[config.mk]
export PLATFORM = sky130hd
export DESIGN_NAME = seven_seg_scan_driver
export DESIGN_NICKNAME = d
export VERILOG_FILES = /design/src/rtl/seven_seg_pkg.sv /design/src/rtl/seven_seg_scan_driver_glyph.sv /design/src/rtl/seven_seg_scan_driver.sv
export SDC_FILE = /design/constraint.sdc
export NUM_CORES = 1
export LEC_CHECK = 0
export ABC_AREA = 1
export ABC_CLOCK_PERIOD_IN_PS = 7900
export BUFFER_PORTS_ARGS = -buffer_cell sky130_fd_sc_hd__buf_2
export CORE_AREA = 2 2 102 104
export DETAILED_ROUTE_END_ITERATION = 12
export DIE_AREA = 0 0 104 106
export SETUP_SLACK_MARGIN = 0.2
export SLEW_MARGIN = 30
export SYNTH_ARGS = -nofsm -noshare
export SYNTH_HDL_FRONTEND = slang
export SYNTH_SLANG_ARGS = --single-unit
[constraint.sdc]
create_clock -name clk -period 7.9 [get_ports clk]
set_input_delay 1.58 -clock clk [delete_from_list [all_inputs] [get_ports clk]]
set_output_delay 1.58 -clock clk [all_outputs]
set_load 0.03 [all_outputs]
[src/rtl/seven_seg_pkg.sv]
// Shared constants for the multiplexed seven-segment scan driver:
// active-low glyph table, all-off patterns and the digit-index width helper.
package seven_seg_pkg;

   localparam logic [6:0] SEG_OFF   = 7'b1111111;
   localparam logic [7:0] ANODE_OFF = 8'hFF;

   // Bit 6 is segment a, bit 0 is segment g; a cleared bit lights the segment.
   localparam logic [6:0] GLYPH_TABLE [16] = '{
      7'b0000001, 7'b1001111, 7'b0010010, 7'b0000110,
      7'b1001100, 7'b0100100, 7'b0100000, 7'b0001111,
      7'b0000000, 7'b0000100, 7'b0001000, 7'b1100000,
      7'b0110001, 7'b1000010, 7'b0110000, 7'b0111000
   };

   function automatic int sel_width(input int num_digits);
      return (num_digits > 1) ? $clog2(num_digits) : 1;
   endfunction

endpackage

[src/rtl/seven_seg_scan_driver_glyph.sv]
// Combinational hex nibble to active-low seven-segment pattern.
module hex_glyph_rom
   import seven_seg_pkg::*;
(
   input  logic [3:0] nibble,
   output logic [6:0] glyph
);

   assign glyph = GLYPH_TABLE[nibble];

endmodule

[src/rtl/seven_seg_scan_driver.sv]
// Time-multiplexed seven-segment driver with a frame-synchronous double buffer,
// per-slot anode blanking and live leading-zero suppression.
module seven_seg_scan_driver
   import seven_seg_pkg::*;
#(
   parameter int NUM_DIGITS   = 4,
   parameter int REFRESH_DIV  = 100000,
   parameter int BLANK_CYCLES = 2
) (
   input  logic                             clk,
   input  logic                             rst,
   input  logic [4*NUM_DIGITS-1:0]          digits_in,
   input  logic [NUM_DIGITS-1:0]            dp_in,
   input  logic [NUM_DIGITS-1:0]            blank_in,
   input  logic                             lz_suppress,
   input  logic                             load,
   output logic [0:6]                       segments,
   output logic                             dp_out,
   output logic [NUM_DIGITS-1:0]            anode_active,
   output logic [sel_width(NUM_DIGITS)-1:0] digit_sel,
   output logic                             update_ack,
   output logic                             frame_done
);

   localparam int SW = sel_width(NUM_DIGITS);
   localparam int CW = $clog2(REFRESH_DIV);
   localparam logic [CW-1:0] CNT_LAST  = CW'(REFRESH_DIV - 1);
   localparam logic [CW-1:0] BLANK_END = CW'(BLANK_CYCLES);
   localparam logic [SW-1:0] SEL_LAST  = SW'(NUM_DIGITS - 1);
   localparam logic [NUM_DIGITS-1:0] ANODES_DARK = ANODE_OFF[NUM_DIGITS-1:0];

   logic [CW-1:0]           cnt_q, cnt_d;
   logic [SW-1:0]           sel_q, sel_d;
   logic                    tick, wrap;

   logic [4*NUM_DIGITS-1:0] pend_digits_q, pend_digits_d;
   logic [NUM_DIGITS-1:0]   pend_dp_q, pend_dp_d;
   logic [NUM_DIGITS-1:0]   pend_blank_q, pend_blank_d;
   logic                    valid_q, valid_d;

   logic [4*NUM_DIGITS-1:0] act_digits_q, act_digits_d;
   logic [NUM_DIGITS-1:0]   act_dp_q, act_dp_d;
   logic [NUM_DIGITS-1:0]   act_blank_q, act_blank_d;

   logic [6:0]              seg_q, seg_d;
   logic                    dp_q, dp_d;
   logic [NUM_DIGITS-1:0]   anode_q, anode_d;
   logic                    ack_q, ack_d;
   logic                    frame_q, frame_d;

   logic [3:0]              cur_nibble;
   logic [6:0]              cur_glyph;
   logic [NUM_DIGITS-1:0]   lz_dark;
   logic                    zero_above;
   logic                    dark;

   // Prescaler, slot index and the pending/active double buffer.
   always_comb begin
      cnt_d         = cnt_q + 1'b1;
      sel_d         = sel_q;
      tick          = (cnt_q == CNT_LAST);
      wrap          = tick && (sel_q == SEL_LAST);
      pend_digits_d = pend_digits_q;
      pend_dp_d     = pend_dp_q;
      pend_blank_d  = pend_blank_q;
      valid_d       = valid_q;
      act_digits_d  = act_digits_q;
      act_dp_d      = act_dp_q;
      act_blank_d   = act_blank_q;

      if (tick) begin
         cnt_d = '0;
         sel_d = (sel_q == SEL_LAST) ? '0 : sel_q + 1'b1;
      end

      // A load landing on the wrap tick bypasses the pending buffer entirely.
      if (wrap) begin
         if (load) begin
            act_digits_d = digits_in;
            act_dp_d     = dp_in;
            act_blank_d  = blank_in;
         end else if (valid_q) begin
            act_digits_d = pend_digits_q;
            act_dp_d     = pend_dp_q;
            act_blank_d  = pend_blank_q;
         end
         valid_d = 1'b0;
      end else if (load) begin
         pend_digits_d = digits_in;
         pend_dp_d     = dp_in;
         pend_blank_d  = blank_in;
         valid_d       = 1'b1;
      end

      ack_d   = wrap && (load || valid_q);
      frame_d = wrap;
   end

   assign cur_nibble = act_digits_q[4*sel_q +: 4];

   hex_glyph_rom u_glyph (
      .nibble (cur_nibble),
      .glyph  (cur_glyph)
   );

   // Output stage; suppression is evaluated from the most significant digit down.
   always_comb begin
      zero_above = 1'b1;
      lz_dark    = '0;
      for (int i = NUM_DIGITS - 1; i >= 0; i--) begin
         zero_above = zero_above && (act_digits_q[4*i +: 4] == 4'h0);
         if (i > 0) begin
            lz_dark[i] = lz_suppress && zero_above;
         end
      end

      dark    = act_blank_q[sel_q] || lz_dark[sel_q];
      seg_d   = dark ? SEG_OFF : cur_glyph;
      dp_d    = act_blank_q[sel_q] ? 1'b1 : ~act_dp_q[sel_q];
      anode_d = ANODES_DARK;
      if (cnt_q >= BLANK_END) begin
         anode_d[sel_q] = 1'b0;
      end
   end

   always_ff @(posedge clk or posedge rst) begin
      if (rst) begin
         cnt_q         <= '0;
         sel_q         <= '0;
         pend_digits_q <= '0;
         pend_dp_q     <= '0;
         pend_blank_q  <= '0;
         valid_q       <= 1'b0;
         act_digits_q  <= '0;
         act_dp_q      <= '0;
         act_blank_q   <= '0;
         seg_q         <= SEG_OFF;
         dp_q          <= 1'b1;
         anode_q       <= ANODES_DARK;
         ack_q         <= 1'b0;
         frame_q       <= 1'b0;
      end else begin
         cnt_q         <= cnt_d;
         sel_q         <= sel_d;
         pend_digits_q <= pend_digits_d;
         pend_dp_q     <= pend_dp_d;
         pend_blank_q  <= pend_blank_d;
         valid_q       <= valid_d;
         act_digits_q  <= act_digits_d;
         act_dp_q      <= act_dp_d;
         act_blank_q   <= act_blank_d;
         seg_q         <= seg_d;
         dp_q          <= dp_d;
         anode_q       <= anode_d;
         ack_q         <= ack_d;
         frame_q       <= frame_d;
      end
   end

   assign segments     = seg_q;
   assign dp_out       = dp_q;
   assign anode_active = anode_q;
   assign digit_sel    = sel_q;
   assign update_ack   = ack_q;
   assign frame_done   = frame_q;

endmodule

==> impl_metrics.ini, run 1 <==
[synth]
netlist_area_sq_um = 4430
syn_area_per_cell_sq_um = 8.30
synth_seq_area_share = 0.467
netlist_top_cells_area = dfrtp_1 40%, nand2_1 15%, dfstp_2 7.1%
yosys.area.top_type = dfrtp_1
synth_cells = 534
synth_fp_nets = 574
synth_top_area_share = 0.395
ys.warnings.count = 0
ys_seq_elements = 82
ys_types = 32

[grt]
grt_max_degree = 83
grt_overflow = 0
grt_pass1_vias = 3532
track_usage = 0.189
antenna_found_initial = 0
grt_pass1_wl_um = 16800

[power]
ir_drop_uv = 110
leakage_uw = 0.00257
fin_total_pwr_uw = 799
power_density_nw_per_um2 = 164

[run_status]
status = finished clean

[timing]
post-route-period-util = 0.380
worst_slew_pin_slew_ns = 0.727
min_period_ns = 3.00
finalHoldViolCount = 0
skew_ns = 0.00701
setup_viol = 0
final_max_slew_viol_count = 0
relSlewSlack = 0.515
setup_tns_ns = 0
fmax_mhz = 333
rsz0062_at_grt = false

[die]
die-area_sq_um = 11000
pin_count = 44
row_count = 37
initial_core_util = 0.443
core_sq_um = 10000
die_h_um = 106
die_w_um = 104

[clock_tree]
cts_buffer_depth = 2
cts_setup_buffers = 0
post_cts_resize_count = 0
cts_buffers = 9
cts_hold_buf = 0
htree_levels = 3
cts.clk_slew.worst_paths_ns = 0.08
root_buffer = clkbuf_8
clock-sinks = 82
clk_latency_ns = 0.36
cts_tree = yes

[run]
drv_cap = 0

[worst_setup_path]
crit_slowest_cell = clkinv_1
cp.buffers_inverters = 2
crit_path_frequent_cell = nand2_1
worstPathArrival_ns = 3.30
worst-r2r-setup-slack_ns = 5.34
cp-end-kind = flop
critPathKind = input port to flop
path_cells = buf_4, nor2_1, clkinv_1, nand4_4, nand2_1, nand2_1
cpLargestDelayFamily = simple AND/OR/NAND/NOR gates
crit_path_start_kind = input port
path_depth = 6
cp_max_fo = 50
required_ns = 8.19
r2r_cells = 9
slowest_delay_ns = 0.55

[final_layout]
area_delta_synth_final_pct = 10.2
layout.cells.non_filler = 708
drive_above_1_share = 0.206
design_area_sq_um = 4880
num_antenna_cells = 0
n_fill_cell = 1037
fin_nets = 607
postLayoutCoreUtil = 0.488

[place]
dp_hpwl_um = 6480
postPlaceCellArea_sq_um = 4670
gp_congestion = 0.876
port_buffers = 43
dp_cells = 692

[route]
route.detailed.drc = 0
routedWlPerCell_um = 13.2
drtIter0Drc = 193
drt-total-wl_um = 9340
dr.pass1.iters = 4
num_vias = 3476
via_per_inst = 4.91
ant_nets = 0

[min_path]
holdPathStages = 2
hold_class = flop to flop
-- worst paths after layout --
check,from,to
worst max-delay path,load,act_digits_q[3]
worst max register to register,digit_sel[0],segments[3]
max in group asynchronous,rst,act_dp_q[2]
worst min register to register,pend_digits_q[4],pend_digits_q[4]
min in group asynchronous,rst,cnt_q[14]
worst min-delay path,pend_digits_q[4],pend_digits_q[4]
-- through the flow --
step	setup WS, ns	hold slack [ns]
floorplan	4.23	0.434
global placement	4.41	0.450
detailed placement	4.34	0.456
CTS	4.72	0.476
global route	4.62	0.496
finish	4.90	0.474
-- cells in the final DEF (no fill, tap or decap), types with 2 or more instances in the layout --
cell type,instances
mux2_2,24
buf_2,42
dfstp_2,12
a31oi_1,2
nand3_1,57
nor2_1,44
nand2_2,5
buf_4,2
ha_1,12
clkinv_4,3
nand4_4,2
inv_2,6
nor3_1,6
nand2_1,174
or2_2,2
nand4_1,25
nor4_1,2
inv_1,35
dfrtp_1,70
xor2_1,3
a21oi_1,4
o21ai_0,14
clkbuf_8,10
nor2_4,3
-- kinds of logic (layout without fill, tap and decap cells) --
family                     count (synthesis)  count (layout)  share of synthesized area
and+or+nand+nor                          324             324                      0.331
buffers and inverters                     66             104                     0.0729
xor gates and xnor gates                   3               3                    0.00593
AOI/OAI and AO/OA                         23              23                     0.0285
muxes                                     24              24                     0.0610
DFF                                       82              82                      0.467
adders and majority gates                 12              12                     0.0339
-- cells in the mapped netlist, drive strengths merged --
| cell | instances |
|---|---|
| o22ai | 1 |
| nor4 | 2 |
| nor3 | 6 |
| o21ai | 14 |
| inv | 42 |
| xor2 | 3 |
| or2 | 2 |
| a31oi | 2 |
| o211ai | 1 |
| nand2 | 180 |
| nand4 | 27 |
| clkbuf | 4 |
| nor2 | 49 |
| clkinv | 1 |
| ha | 12 |
| nand3 | 57 |
| buf | 19 |
| o211a | 1 |
| dfrtp | 70 |
| mux2 | 24 |
| dfstp | 12 |
| a21oi | 4 |
| nand3b | 1 |
-- where the power goes --
part           total, uW  internal [uW]  switching [uW]
clock                314            156             157
sequential           436            430            5.33
combinational       49.6           21.8            27.8
total                799            609             191
-- layout make-up --
cell class	instances	area, sq um	area share
timing repair buffer	45	236	0.0484
sequential	82	2070	0.423
inverter	43	163	0.0333
clock buffer	11	141	0.0290
tap	136	170	0.0349
clock inverter	5	63.8	0.0131
multi-input combinational	386	2040	0.418
-- flip-flops by register name, summed over array words and instances (netlist names) --
name and flops:
pend_digits_q 16, pend_dp_q 4, act_dp_q 4, pend_blank_q 4, digit_sel 2, segments 7, cnt_q 17, valid_q 1
update_ack 1, dp_out 1, frame_done 1, anode_active 4, act_blank_q 4, act_digits_q 16
-- worst register-to-register path: stages (launching register included) --
cell and delay (ns):
dfrtp_1 0.71, inv_1 0.38, o21ai_0 0.40, nand2_1 0.20, inv_1 0.17, ha_1 0.26
nand3b_1 0.16, nand2_1 0.09, nand2_1 0.05, nand3_1 0.09
-- layer usage --
| layer | vias to the layer above | GRT usage | share of wire |
|---|---|---|---|
| met3 | 8 | 0.0319 | 0.039 |
| met5 | - | 0 | 0 |
| met4 | 0 | 0.0859 | 0.0092 |
| met1 | 1573 | 0.258 | 0.50 |
| met2 | 86 | 0.295 | 0.45 |
| li1 | 1809 | - | - |
Note: power is estimated with default switching activity, not from simulation.
==> run 2, diff against run 1 <==
Settings changed: ABC_CLOCK_PERIOD_IN_PS 7900 to 2600, PLACE_DENSITY from default to 0.66.
Clock period 7.9 ns to 2.6 ns, I/O delays scaled along.
==> run 2 against run 1 <==
Global-route usage down 0.63 points. Final area increased by 0.95%. Final cell count up 0.71%. Core utilization rose by 0.46 points. Register-to-register slack got worse by 4.8 ns. Sequential power rose to 3.0 times the previous value. Via count rose by 1.9%. Non-clock buffer count is 5 higher. Combinational power grew to 3.1 times the previous value. Sequential cell count stayed put. Hold slack lost 0.28 ns. Critical path type is now flop to flop.
==> impl_metrics.ini, run 2 (synthesized netlist as in run 1, its figures left out) <==
[run_status]
status = finished clean

[clock_tree]
cts_hold_buf = 0
cts_buffers = 9
root_buffer = clkbuf_8
cts_tree = yes
cts_setup_buffers = 0
post_cts_resize_count = 0
clock-sinks = 82
cts_buffer_depth = 2
cts.clk_slew.worst_paths_ns = 0.08
htree_levels = 3
clk_latency_ns = 0.37

[grt]
grt_overflow = 0
track_usage = 0.183
antenna_found_initial = 0
grt_max_degree = 59
grt_pass1_wl_um = 16200
grt_pass1_vias = 3415

[timing]
setup_viol = 0
relSlewSlack = 0.614
worst_slew_pin_slew_ns = 0.574
rsz0062_at_grt = false
setup_tns_ns = 0
skew_ns = 0.0121
post-route-period-util = 0.795
fmax_mhz = 484
final_max_slew_viol_count = 0
finalWorstSetupSlack_ns = 0.533
finalHoldViolCount = 0
min_period_ns = 2.07

[die]
core_sq_um = 10000
initial_core_util = 0.443
die_w_um = 104
row_count = 37
die_h_um = 106
pin_count = 44
die-area_sq_um = 11000

[final_layout]
multi_input_area_sq_um = 2040
fin_nets = 612
num_antenna_cells = 0
final_cell_mix = 174 x nand2_1, 70 x dfrtp_1, 57 x nand3_1
largest_reg_flops = 17
n_fill_cell = 1010
design_area_sq_um = 4930
postLayoutCoreUtil = 0.493
largestRegisters = cnt_q x17, act_digits_q x16, pend_digits_q x16
mostFrequentLayoutCell = nand2_1
drive_above_1_share = 0.213
top_register = cnt_q
register_area_sq_um = 2070
area_delta_synth_final_pct = 11.2

[worst_setup_path]
timing.rr.end = segments[3]
critPathKind = flop to flop
crit_path_start_kind = flop
worst-r2r-setup-slack_ns = 0.53
worstPathArrival_ns = 2.38
cp-end-kind = flop
r2r_cells = 10
cp_max_fo = 12
reg2reg_from = digit_sel[1]
required_ns = 2.91

[route]
routedWlPerCell_um = 12.8
route.detailed.drc = 0
drtIter0Drc = 154
via_per_inst = 4.97
num_vias = 3542
ant_nets = 0
dr.pass1.iters = 6
drt-total-wl_um = 9120

[place]
dp_hpwl_um = 6520
pre_cts_slack_ns = 0.538
port_buffers = 43
gp_congestion = 0.868
postPlaceCellArea_sq_um = 4740

[power]
power_density_nw_per_um2 = 489
ir_drop_uv = 335
leakage_uw = 0.00259

[run]
drv_cap = 0

[min_path]
hold_class = input port to async pin
-- run 2: cell count changes in the layout (fill, tap and decap cells not counted) --
cell        before  now
buf_12           0    2
buf_2           42   43
buf_4            2    5
buf_6            1    0
clkbuf_8        10    9
clkinv_2         1    2
clkinv_4         3    0
clkinvlp_4       1    2
inv_6            0    2
-- run 2: cell type report --
class	instances	area share
tap	136	0.0345
timing repair buffer	50	0.0594
clock buffer	10	0.0259
multi-input combinational	386	0.414
clock inverter	6	0.0132
sequential	82	0.419
inverter	43	0.0335
-- run 2: through the flow --
step           hold slack [ns]  std cells  total power [uW]
5_1_grt                  0.229        713              2520
3_5_place_dp             0.451        697              1510
6_report                 0.197        713              2410
3_3_place_gp             0.449        697              1500
2_1_floorplan            0.434        534              1450
4_1_cts                  0.197        713              2450
-- run 2: worst max-delay path by stage --
stage	cells after the start	from	slack, ns	to
after floorplan	11	digit_sel[0]	0.59	segments[3]
after global routing	10	digit_sel[1]	0.31	segments[3]
final	10	digit_sel[1]	0.53	segments[3]
after global placement	10	digit_sel[1]	0.64	segments[3]
after CTS	10	digit_sel[1]	0.52	segments[3]
after detailed placement	10	digit_sel[1]	0.54	segments[3]
-- run 2: layer usage --
metal	part of all wire	GRT usage	vias to the layer above
li1	-	-	1818
met1	0.48	0.247	1634
met2	0.46	0.287	82
met3	0.050	0.0441	8
met4	0.0092	0.0666	0
met5	0	0	-
-- run 2: critical path, cell delays in order (launching register included) --
cell and delay [ns]:
dfrtp_1 0.61, inv_2 0.19, nor2_1 0.13, o21ai_0 0.14, nand2_1 0.16, inv_1 0.11
ha_1 0.29, nand3b_1 0.16, nand2_1 0.09, nand2_1 0.05, nand3_1 0.09
-- run 2: where the power goes --
part	leakage [uW]	internal, uW	switching (uW)	total [uW]
combinational	0.00146	70.4	84.7	155
sequential	0.00104	1310	16.5	1320
clock	0.0000971	447	482	930
==> run 3, diff against run 2 <==
Settings changed: ABC_CLOCK_PERIOD_IN_PS 2600 to 2100, PLACE_DENSITY 0.66 to default.
Clock period 2.6 ns to 2.1 ns, I/O delays scaled along.
==> run 3 against run 2 <==
Critical path depth is 1 lower. Hold slack worse by 0.023 ns. Via count is 0.37% lower. Core utilization is 0.90 points higher. Final cell count is 0.84% higher. Combinational power is 25% higher. Die area stayed put. Wire length is 4.0% higher. Global-route usage is 0.33 points higher. Highest routed layer unchanged.
==> impl_metrics.ini, run 3 (synthesized netlist as in run 1, its figures left out) <==
[run_status]
status = finished clean

[place]
pre_cts_slack_ns = 0.246
gp_congestion = 0.853
dp_hpwl_um = 6790
port_buffers = 43

[clock_tree]
cts_buffers = 9
root_buffer = clkbuf_8
htree_levels = 3
clock-sinks = 82
cts.clk_slew.worst_paths_ns = 0.09
clk_latency_ns = 0.36
cts_buffer_depth = 2
cts_tree = yes

[power]
leakage_uw = 0.00264
power_density_nw_per_um2 = 633
p_sw_uw = 705
p_int_uw = 2470
ir_drop_uv = 470
seq_power_share = 0.516
power_frac_comb = 0.061
pwr-share-clk = 0.423
switching_share = 0.222

[worst_setup_path]
path_depth = 9
cp.buffers_inverters = 2
crit_slowest_cell = dfrtp_2
cp_max_fo = 12
critPathKind = flop to flop
slowest_delay_ns = 0.50
cp-end-kind = flop
path_cells = inv_2, nand3_1, nand2_1, inv_1, ha_1, nand3_1, nor2_1, nor2_1, nand2_1
worst-r2r-setup-slack_ns = 0.34
worstPathArrival_ns = 2.05
crit_path_start_kind = flop
r2r_cells = 9
required_ns = 2.38
cpLargestDelayFamily = simple AND/OR/NAND/NOR gates

[die]
initial_core_util = 0.443
pin_count = 44
die-area_sq_um = 11000
die_w_um = 104
core_sq_um = 10000
die_h_um = 106
row_count = 37

[timing]
finalWorstSetupSlack_ns = 0.339
fmax_mhz = 568
relSlewSlack = 0.711
skew_ns = 0.0109
final_max_slew_viol_count = 0
hold_ws_ns = 0.174
rsz0062_at_grt = true
worst_slew_pin_slew_ns = 0.434
post-route-period-util = 0.839
setup_viol = 0
setup_tns_ns = 0
finalHoldViolCount = 0
min_period_ns = 1.76

[final_layout]
fin_nets = 618
n_fill_cell = 1016
register_area_sq_um = 2070
num_antenna_cells = 0
multi_input_area_sq_um = 2050
drive_above_1_share = 0.233
largest_reg_flops = 17
top_register = cnt_q
largestRegisters = cnt_q x17, act_digits_q x16, pend_digits_q x16
final_cell_mix = 173 x nand2_1, 68 x dfrtp_1, 57 x nand3_1
area_delta_synth_final_pct = 13.3
mostFrequentLayoutCell = nand2_1

[route]
routedWlPerCell_um = 13.2
via_per_inst = 4.91
dr.pass1.iters = 4
ant_nets = 0
drtIter0Drc = 163
route.detailed.drc = 0
drt-total-wl_um = 9490
num_vias = 3529

[grt]
grt_pass1_vias = 3408
grt_max_degree = 83
antenna_found_initial = 0
grt_overflow = 0
track_usage = 0.186
grt_pass1_wl_um = 16500

[run]
drv_cap = 0

[min_path]
hold_class = input port to async pin
## run 3: cell count changes in the layout (fill, tap and decap cells not counted), sizes merged
cell / delta
buf: +6
bufinv: +1
clkbuf: +2
clkinv: -1
inv: -2
## run 3: worst reg2reg max path, stage by stage (launching register included)
cell and delay, ns:
dfrtp_2 0.50, inv_2 0.18, nand3_1 0.10, nand2_1 0.20
inv_1 0.11, ha_1 0.25, nand3_1 0.12, nor2_1 0.06
nor2_1 0.10, nand2_1 0.06
## run 3: cell type report
type,instances,share of cell area
inverter,43,0.0329
multi-input combinational,386,0.408
timing repair buffer,56,0.0656
tap,136,0.0339
clock inverter,4,0.0145
sequential,82,0.412
clock buffer,12,0.0329
## run 3: layer usage
| metal | up-vias | global-route usage | wire length, um |
|---|---|---|---|
| li1 | 1820 | - | - |
| met2 | 81 | 0.290 | 4200 |
| met4 | 0 | 0.0792 | 203 |
| met1 | 1615 | 0.261 | 4740 |
| met5 | - | 0 | 0 |
| met3 | 13 | 0.0245 | 344 |
## run 3: final timing paths
path	end	from
min	cnt_q[8]	rst
min reg2reg	pend_digits_q[1]	pend_digits_q[1]
max	segments[5]	digit_sel[1]
max in group asynchronous	segments[4]	rst
min in group clk	pend_digits_q[8]	digits_in[8]
max reg2reg	segments[5]	digit_sel[1]
## run 3: what timing repair did
| item | in CTS | in global routing |
|---|---|---|
| resized for setup | 0 | 5 |
| setup endpoints to repair | 0 | 8 |
| buffers inserted | 0 | 2 |
| hold buffers | 0 | 0 |
## run 3: power by group through the flow
stage	sequential, uW	clock (uW)	combinational [uW]
after floorplan	1660	0	133
after global placement	1670	0	194
after detailed placement	1670	0	196
after CTS	1640	1380	199
after global routing	1640	1430	223
final	1640	1340	194
## run 3: stage by stage
step                      cells  total power [uW]   util  cell area, sq um
after floorplan             534              1800      -              4440
after global placement      701              1860  0.476              4760
after detailed placement    701              1870  0.476              4760
after CTS                   717              3220  0.499              4990
after global routing        719              3300  0.502              5020
final                       719              3180  0.502              5020
